## config.mk

```make
export PLATFORM = sky130hd
export DESIGN_NAME = vedic_mult_pipe
export DESIGN_NICKNAME = d
export VERILOG_FILES = /design/src/rtl/vedic_mult_pipe.sv
export SDC_FILE = /design/constraint.sdc
export NUM_CORES = 1
export LEC_CHECK = 0
export ABC_AREA = 1
export CAP_MARGIN = 20
export CORE_MARGIN = 10
export CORE_UTILIZATION = 65
export CTS_BUF_LIST = sky130_fd_sc_hd__clkbuf_4 sky130_fd_sc_hd__clkbuf_8 sky130_fd_sc_hd__clkbuf_16
export DETAILED_ROUTE_END_ITERATION = 7
export GPL_ROUTABILITY_DRIVEN = 0
export PLACE_DENSITY = 0.86
export SETUP_SLACK_MARGIN = 0.5
export SYNTH_ARGS = -nofsm -noshare
export SYNTH_HDL_FRONTEND = slang
export SYNTH_SLANG_ARGS = --single-unit
```

## constraint.sdc

```tcl
create_clock -name clk -period 3.65 [get_ports clk]
set_input_delay 0.5475 -clock clk [delete_from_list [all_inputs] [get_ports clk]]
set_output_delay 0.5475 -clock clk [all_outputs]
set_load 0.01 [all_outputs]
```

## src/rtl/vedic_mult_pipe.sv

```systemverilog
// vedic_mult_pipe: pipelined WIDTHxWIDTH Urdhva-Tiryagbhyam multiplier with valid/ready; `VEDIC_SIGNED_EN adds two's complement operands
module vedic_mult_pipe #(
  parameter int WIDTH = 8
) (
  input  logic               clk,
  input  logic               rst,
  input  logic               in_valid,
  output logic               in_ready,
  input  logic [WIDTH-1:0]   a,
  input  logic [WIDTH-1:0]   b,
  output logic               out_valid,
  input  logic               out_ready,
  output logic [2*WIDTH-1:0] s
);
  localparam int LEVELS = $clog2(WIDTH);
  if (WIDTH < 2 || (WIDTH & (WIDTH - 1)) != 0) begin : g_chk
    $error("vedic_mult_pipe: WIDTH must be a power of two >= 2");
  end
  function automatic logic [3:0] vedic2(input logic [1:0] x, input logic [1:0] y);
    logic c;
    c = x[1] & y[0] & x[0] & y[1];
    return {x[1] & y[1] & c, (x[1] & y[1]) ^ c, (x[1] & y[0]) ^ (x[0] & y[1]), x[0] & y[0]};
  endfunction
  logic               en;
  logic               cv;
  logic [WIDTH-1:0]   ca, cb;
  logic [LEVELS-1:0]  vr;
  logic [LEVELS:0]    vc;
  logic [2*WIDTH-1:0] prod;
  assign en       = !(out_valid && !out_ready);
  assign in_ready = en;
  assign vc       = {vr, cv};
  always_ff @(posedge clk)
    if (rst) vr <= '0;
    else if (en) vr <= vc[LEVELS-1:0];
  for (genvar k = 1; k <= LEVELS; k++) begin : g_lv
    localparam int N = 2 ** k;
    localparam int M = WIDTH / N;
    typedef logic [2*N-1:0] pt;
    pt p  [M*M];
    pt nx [M*M];
    for (genvar i = 0; i < M; i++) begin : g_i
      for (genvar j = 0; j < M; j++) begin : g_j
        if (k == 1) begin : g_cell
          assign nx[i*M+j] = vedic2(ca[2*i+:2], cb[2*j+:2]);
        end else begin : g_comb
          localparam int C = 2 * M;
          pt mid;
          assign mid = pt'(g_lv[k-1].p[2*i*C+2*j+1]) + pt'(g_lv[k-1].p[(2*i+1)*C+2*j]);
          assign nx[i*M+j] = pt'({g_lv[k-1].p[(2*i+1)*C+2*j+1], g_lv[k-1].p[2*i*C+2*j]})
                           + (mid << (N / 2));
        end
      end
    end
    always_ff @(posedge clk)
      if (rst) for (int x = 0; x < M*M; x++) p[x] <= '0;
      else if (en && vc[k-1]) p <= nx;
  end
  assign prod = g_lv[LEVELS].p[0];
`ifdef VEDIC_SIGNED_EN
  logic [LEVELS:0]    sg;
  logic               ov;
  logic [2*WIDTH-1:0] s_r;
  always_ff @(posedge clk)
    if (rst) begin
      cv  <= 1'b0;
      ca  <= '0;
      cb  <= '0;
      sg  <= '0;
      ov  <= 1'b0;
      s_r <= '0;
    end else if (en) begin
      cv <= in_valid;
      ov <= vc[LEVELS];
      if (in_valid) begin
        ca    <= a[WIDTH-1] ? -a : a;
        cb    <= b[WIDTH-1] ? -b : b;
        sg[0] <= a[WIDTH-1] ^ b[WIDTH-1];
      end
      for (int k = 1; k <= LEVELS; k++) if (vc[k-1]) sg[k] <= sg[k-1];
      if (vc[LEVELS]) s_r <= sg[LEVELS] ? -prod : prod;
    end
  assign out_valid = ov;
  assign s         = s_r;
`else
  assign cv        = in_valid;
  assign ca        = a;
  assign cb        = b;
  assign out_valid = vc[LEVELS];
  assign s         = prod;
`endif
endmodule

```

==> results of run 1 <==
state kept, by name, summed over array words and instances, names as in the netlist:
register	flops
s	16
g_lv.p	96
vr	3
worst paths after layout:
path | to | depth (start not counted) | startpoint
max | s[13]$_SDFFE_PP0P_ | 17 | g_lv[2].p[8]$_SDFFE_PP0P_
min reg2reg | g_lv[1].p[21]$_SDFFE_PP0P_ | 2 | g_lv[1].p[21]$_SDFFE_PP0P_
min | g_lv[1].p[21]$_SDFFE_PP0P_ | 2 | g_lv[1].p[21]$_SDFFE_PP0P_
max reg2reg | s[13]$_SDFFE_PP0P_ | 17 | g_lv[2].p[8]$_SDFFE_PP0P_
cell usage in the layout (no fill, tap or decap), drive strengths merged, types with 16 or more instances in the layout:
master,synthesis,final
a21oi,70,70
a22o,16,16
clkbuf,27,18
clkdlybuf4s50,0,37
dfxtp,115,115
ha,71,71
inv,103,103
nand2,167,167
nand3,29,29
nor2,184,184
o21ai,88,88
xnor2,18,18
logic make-up after synthesis:
family,count (synthesis),synth area share
AND/OR/NAND/NOR,399,0.2335
AO/OA/AOI/OAI,187,0.1493
buffers and inverters,154,0.09206
flip-flops,115,0.3341
adder cells (fa/ha/maj),81,0.1580
XOR/XNOR,26,0.03305
power by group through the flow:
stage,Combinational [mW],Sequential (mW),Clock [mW]
floorplan,0.482,1.41,0
global placement,0.616,1.42,0
detailed placement,0.625,1.42,0
CTS,0.643,1.39,1.67
global route,0.739,1.40,1.72
finish,0.645,1.40,1.65
area by class of cell:
class	instances	area [um^2]	area share
repair buffers	43	427.9	0.05464
well taps	136	170.2	0.02173
clock buffers	18	427.9	0.05464
flip-flops and latches	115	2302	0.2940
clock inverters	14	162.7	0.02077
inverters	103	386.6	0.04937
multi-input cells	693	3954	0.5049
per-layer routing:
metal / vias up / share of wire / global-route usage
li1: 3149 / - / -
met1: 2814 / 0.45 / 0.2656
met2: 168 / 0.47 / 0.3661
met3: 29 / 0.059 / 0.05378
met4: 0 / 0.020 / 0.08247
met5: - / 0 / 0
worst min-delay path, stage by stage (launching register included):
cell and delay (ps):
dfxtp_1 300, nand2_1 60, a21oi_1 60
==> results by group, run 1 <==
Layout
  • Share of cells above drive strength 1: 0.05375
  • Fin cells: 1,122
  • Filler Cells Inserted: 772
  • N_diodes: 0
  • Post-route cell area: roughly 0.008 mm^2
  • Area Overhead vs Synth: 13.66%
  • Util after Layout: 0.7586
  • Layout Nets: approximately 1,100

Synthesis
  • Yosys top cell area share: 0.3341
  • Synth top cells by count: nor2_1, nand2_1, dfxtp_1
  • Synth Cell Area: 0.006890 mm^2
  • Register area share after synthesis: 0.3341
  • Flip-flop and latch count after synthesis: 115
  • Post-synth EDFFs: 0
  • Ys Warns: 0
  • Ranking of synthesized cells by area: dfxtp_1, ha_1, nor2_1
  • Yosys top cell by area: dfxtp_1
  • Synthesized netlist cell count: 962
  • Post-Syn Nets: 1,063
  • Asr flop ratio synth: 0
  • Top FF cell, synth: dfxtp_1
  • Synthesized area per cell: 7.163 um^2
  • Distinct cells, synth: 30
  • Count leader, synth: nor2_1

STA
  • Relative slew slack: 0.5216
  • Max frequency: 0.3701 GHz
  • RSZ-0062 raised after global routing: no
  • Hold Fails Final Rpt: 0
  • Setup Viol. Count Final: 0
  • Minimum clock period: 2702 ps
  • Clock Skew: 4.022 ps
  • Fin Setup TNS: 0 ps
  • Worst-Margin Slew: 716.8 ps
  • Period utilization: 0.7404
  • Final hold slack: 467.4 ps
  • Count of final max-slew check failures: 0
  • PnR worst setup slack: 947.7 ps

Placed design
  • Post-placement cell count: 1,090
  • Dpl ws: 982.4 ps
  • Placed instance area: about 0.0072 mm^2
  • DP HPWL: 10,270 um
  • IO Port Bufs: 37

Flow run
  • Maxcap violations: 0

Hold path
  • Min-delay worst type: register to register

Route
  • Drt total wl: ~16,000 um
  • DRC viols: 0
  • Detail Route Antenna Nets: 0
  • Avg WL per Cell: ~14 um
  • Drt first-iter violations: around 450
  • Via count: 6,160
  • 1st-pass router iterations: 4
  • Vias per inst: 5.490

Clock network
  • Root Driver: clkbuf_8
  • Worst-skew pair later-pin latency: roughly 530 ps
  • Clock sink count: around 120
  • Clock slew at reported path FFs: 60 ps
  • TritonCTS clock tree: yes
  • Total CTS buffers: 17
  • H-tree depth: 4
  • Post-cts repair resize count: 0
  • CTS max path bufs: 2
  • Setup repair bufs after CTS: 0
  • # hold bufs at CTS: 0

Floorplanning
  • Die Span X: 123.0 um
  • Cell Rows: 37
  • I/O pins: 38
  • Total core area: 0.01032 mm^2
  • Die H: 123.0 um
  • Starting Density: 0.6674
  • Die ar.: about 0.015 mm^2

Worst setup path
  • Cell mode on critical path: inv_1
  • Critical path peak fanout: 5
  • Element type at the critical path end: register
  • Data required, critical path: 4080 ps
  • Top Family by Delay on Critical Path: adder cells
  • Biggest cell delay along the critical path: 400 ps
  • Crit start category: register
  • Reg-to-reg slack, setup: approximately 950 ps
  • Worst setup path class: register to register
  • CP max-delay cell: fa_1
  • Worst path bufs/invs: 4
  • Critical Path, Cell by Cell: ha_1 -> inv_1 -> fa_1 -> inv_1 -> nand4_1 -> o211ai_1 -> a21oi_1 -> o21bai_1 -> ha_1 -> nand2_1 -> inv_1 -> a21oi_1 -> nand3_1 -> nand2_1 -> nand3_1 -> nand2_1 -> inv_1
  • WP data arrival: 3140 ps

Global route
  • Antenna violations before repair: 0
  • First-pass GRT wire length: around 27,000 um
  • Largest net degree at the start of global routing: 65
  • GRT Overall Usage: 0.2184
  • Global route overflow: 0
  • Number of global-route vias before repair: 5,974

Power
  • Comb pwr share: 0.175
  • Switch Pwr: about 1.0 mW
  • Worst VDD drop: 0.0003518 V
  • Share of power burned in registers: 0.378
  • Clock share of power: 0.448
  • Sw Ratio: 0.2821
  • Pwr Total: ~3.7 mW
  • PwrDens: 471.8 mW/mm^2
  • LEAKAGE: 3.911 nW
  • Pint: 2.652 mW

Outcome
  • Status: finished, final reports clean
No activity file was read; power rests on OpenSTA's default activity.
==> run 2, diff against run 1 <==
- CORE_UTILIZATION: 65 -> 55
- PLACE_DENSITY: 0.86 -> 0.77
- clock period: 3.65 -> 2.2 ns (I/O delays scaled with it)
==> run 2 against run 1 <==
Against the previous run: utilization is 0.48 points higher; non-clock buffer count is 54 higher; global-route usage fell by 0.81 points; critical path depth unchanged; largest power group unchanged; via count is 8.1% higher; sequential power rose by 67%; largest cell class unchanged; fmax up 6.1%; register-to-register slack lost 1300 ps; the run now ends with negative setup slack left; combinational power rose to 2.7 times the previous value; sequential cell count stayed put; clock power is 61% higher.
==> results by group, run 2 (synthesis gave the netlist of run 1 again) <==
Clock network
  • H-tree depth: 4 (unchanged)
  • Total CTS buffers: 17 (unchanged)
  • Root Driver: clkbuf_16
  • Clock sink count: 115 (unchanged)
  • Clock slew at reported path FFs: 60 ps (about the same)
  • CTS max path bufs: 2 (unchanged)
  • Worst-skew pair later-pin latency: 430 ps (-100 ps)
  • TritonCTS clock tree: yes
  • # hold bufs at CTS: 0 (unchanged)

Floorplanning
  • Starting Density: 0.5666 (-0.1009)
  • Cell Rows: 40 (+8.1%)
  • Die Span X: 131.9 um (+7.3%)
  • Total core area: 0.01216 mm^2 (+18%)
  • Die ar.: 0.01741 mm^2 (+15%)
  • Die H: 131.9 um (+7.3%)
  • I/O pins: 38 (unchanged)

Global route
  • Antenna violations before repair: 0 (unchanged)
  • Largest net degree at the start of global routing: 75 (+15%)
  • Number of global-route vias before repair: 6,484 (+8.5%)
  • First-pass GRT wire length: 30,650 um (+14%)
  • Global route overflow: 0 (unchanged)
  • GRT Overall Usage: 0.2103 (-0.008113)

Layout
  • Area Overhead vs Synth: 34.74%
  • FF+latch area: 0.002330 mm^2 (+1.2%)
  • Filler Cells Inserted: 828 (+7.3%)
  • N_diodes: 0 (unchanged)
  • Most frequent cells in the layout: nor2_1, nand2_1, dfxtp_1, inv_1, o21ai_0
  • Fin cells: 1,208 (+7.7%)
  • Share of cells above drive strength 1: 0.2673 (+0.2136)
  • Max FFs per register: 96 (unchanged)
  • Most flops, register: g_lv.p
  • Commonest non-fill, non-tap cell in the layout: nor2_1
  • Post-route cell area: 0.009284 mm^2 (+19%)
  • Layout Nets: 1,128 (+5.0%)
  • Multi-input logic area: 0.004853 mm^2 (+23%)

Worst setup path
  • Crit Reg-Reg Endpoint: s[11]$_SDFFE_PP0P_
  • Worst setup path class: register to register
  • Critical path peak fanout: 4 (-1)
  • Reg-to-reg slack, setup: -350 ps (-1290 ps)
  • Crit start category: register
  • R2r worst-path depth: 17 (unchanged)
  • Data required, critical path: 2530 ps (-1550 ps)
  • WP data arrival: 2880 ps (-260 ps)
  • Element type at the critical path end: register
  • R2R Path Start: g_lv[2].p[11]$_SDFFE_PP0P_

Route
  • 1st-pass router iterations: 6 (+2)
  • Avg WL per Cell: 16.02 um (+15%)
  • Via count: 6,662 (+8.1%)
  • Drt first-iter violations: 722 (+59%)
  • Detail Route Antenna Nets: 0 (unchanged)
  • Vias per inst: 5.515 (+0.45%)
  • DRC viols: 0 (unchanged)
  • Drt total wl: 19,360 um (+24%)

STA
  • Clock Skew: 8.530 ps (+4.508 ps)
  • PnR worst setup slack: -346.1 ps (-1294 ps)
  • Max frequency: 0.3928 GHz (+6.1%)
  • Worst-Margin Slew: 443.1 ps (-273.6 ps)
  • Setup Viol. Count Final: 8 (+8)
  • Minimum clock period: 2546 ps (-156.2 ps)
  • Period utilization: 1.157 (+0.4170)
  • Hold Fails Final Rpt: 0 (unchanged)
  • Count of final max-slew check failures: 0 (unchanged)
  • RSZ-0062 raised after global routing: yes
  • Fin Setup TNS: -2276 ps (-2276 ps)
  • Relative slew slack: 0.7046 (+0.1829)

Hold path
  • Hold Path Depth: 2 (unchanged)
  • Min-delay worst type: register to register
  • Hold EP: g_lv[1].p[61]$_SDFFE_PP0P_
  • HP Start: g_lv[1].p[61]$_SDFFE_PP0P_

Power
  • Comb pwr share: 0.255 (+0.080)
  • Switch Pwr: 2.086 mW (+100%)
  • Pint: 4.629 mW (+75%)
  • Pwr Total: 6.716 mW (+82%)
  • PwrDens: 723.4 mW/mm^2 (+53%)
  • Clock share of power: 0.396 (-0.052)
  • Worst VDD drop: 0.0005659 V (+61%)
  • LEAKAGE: 4.345 nW (+11%)
  • Share of power burned in registers: 0.349 (-0.029)
  • Sw Ratio: 0.3107 (+0.02856)

Flow run
  • Maxcap violations: 0 (unchanged)

Placed design
  • Post-placement cell count: 1,149 (+5.4%)
  • Placed instance area: 0.007749 mm^2 (+7.0%)
  • IO Port Bufs: 37 (unchanged)
  • DP HPWL: 11,460 um (+12%)

Outcome
  • Failing checks: negative setup slack
  • Status: finished, violations left
-- run 2: changes by cell type in the layout (fill, tap and decap cells not counted), moves of 19 or more --
cell	delta
dfxtp_2	+19
nand2_1	-36
nand2_2	+30
inv_2	+21
buf_4	+34
inv_1	-22
dfxtp_1	-20
ha_4	+27
ha_1	-27
-- run 2: worst max-delay path by stage --
| stage | slack (ps) | start | cells after the start | end |
|---|---|---|---|---|
| final | -350 | g_lv[2].p[11]$_SDFFE_PP0P_ | 17 | s[11]$_SDFFE_PP0P_ |
| after global routing | -530 | g_lv[2].p[11]$_SDFFE_PP0P_ | 16 | s[14]$_SDFFE_PP0P_ |
| after CTS | -240 | g_lv[2].p[16]$_SDFFE_PP0P_ | 17 | s[13]$_SDFFE_PP0P_ |
| after detailed placement | -300 | g_lv[2].p[16]$_SDFFE_PP0P_ | 17 | s[13]$_SDFFE_PP0P_ |
| after global placement | -240 | g_lv[2].p[16]$_SDFFE_PP0P_ | 17 | s[13]$_SDFFE_PP0P_ |
| after floorplan | -110 | g_lv[2].p[16]$_SDFFE_PP0P_ | 17 | s[13]$_SDFFE_PP0P_ |
-- run 2: metrics by stage --
step                        util  setup WS, ps  hold WS (ps)
after global routing      0.7634        -527.4         490.3
after global placement    0.6371        -239.1         452.1
final                     0.7634        -346.1         461.9
after detailed placement  0.6371        -299.2         454.9
after CTS                 0.7358        -242.0         464.0
after floorplan                -        -105.0         440.1
-- run 2: per-layer routing --
layer,up-vias,GRT usage,part of all wire
li1,3261,-,-
met1,3121,0.2474,0.40
met3,54,0.04688,0.061
met4,0,0.07108,0.022
met2,226,0.3670,0.51
met5,-,0,0
-- run 2: timing repair --
item,in CTS,in global routing
hold endpoints to repair,0,0
setup buffers,19,8
endpoints found under the setup margin,32,31
gates resized for setup,96,66
pin swaps,67,41
-- run 2: layout make-up --
type | count | area share
multi-input cells | 693 | 0.5228
flip-flops and latches | 115 | 0.2509
repair buffers | 97 | 0.1005
clock buffers | 18 | 0.04730
inverters | 103 | 0.04164
well taps | 168 | 0.02264
clock inverters | 14 | 0.01415
-- run 2: worst max-delay path, cell delays in order, from the launching register on --
cell     delay (ps)
dfxtp_1         310
ha_1            350
a21oi_1         260
buf_4           160
nand2_1          70
xor2_1          200
inv_1           110
ha_4            320
nand2_1          90
nand2_2         100
nand2_2          60
nand2_2          70
inv_2            40
nand2_2          50
xnor2_1         100
nand2_1          60
nand2_1          60
inv_1            30
-- run 2: power by group through the flow --
| stage | sequential [mW] | clock [mW] | combinational, mW |
|---|---|---|---|
| after floorplan | 2.35 | 0 | 0.870 |
| after global placement | 2.36 | 0 | 1.22 |
| after detailed placement | 2.37 | 0 | 1.24 |
| after CTS | 2.34 | 2.67 | 1.51 |
| after global routing | 2.36 | 2.74 | 1.86 |
| final | 2.34 | 2.66 | 1.71 |
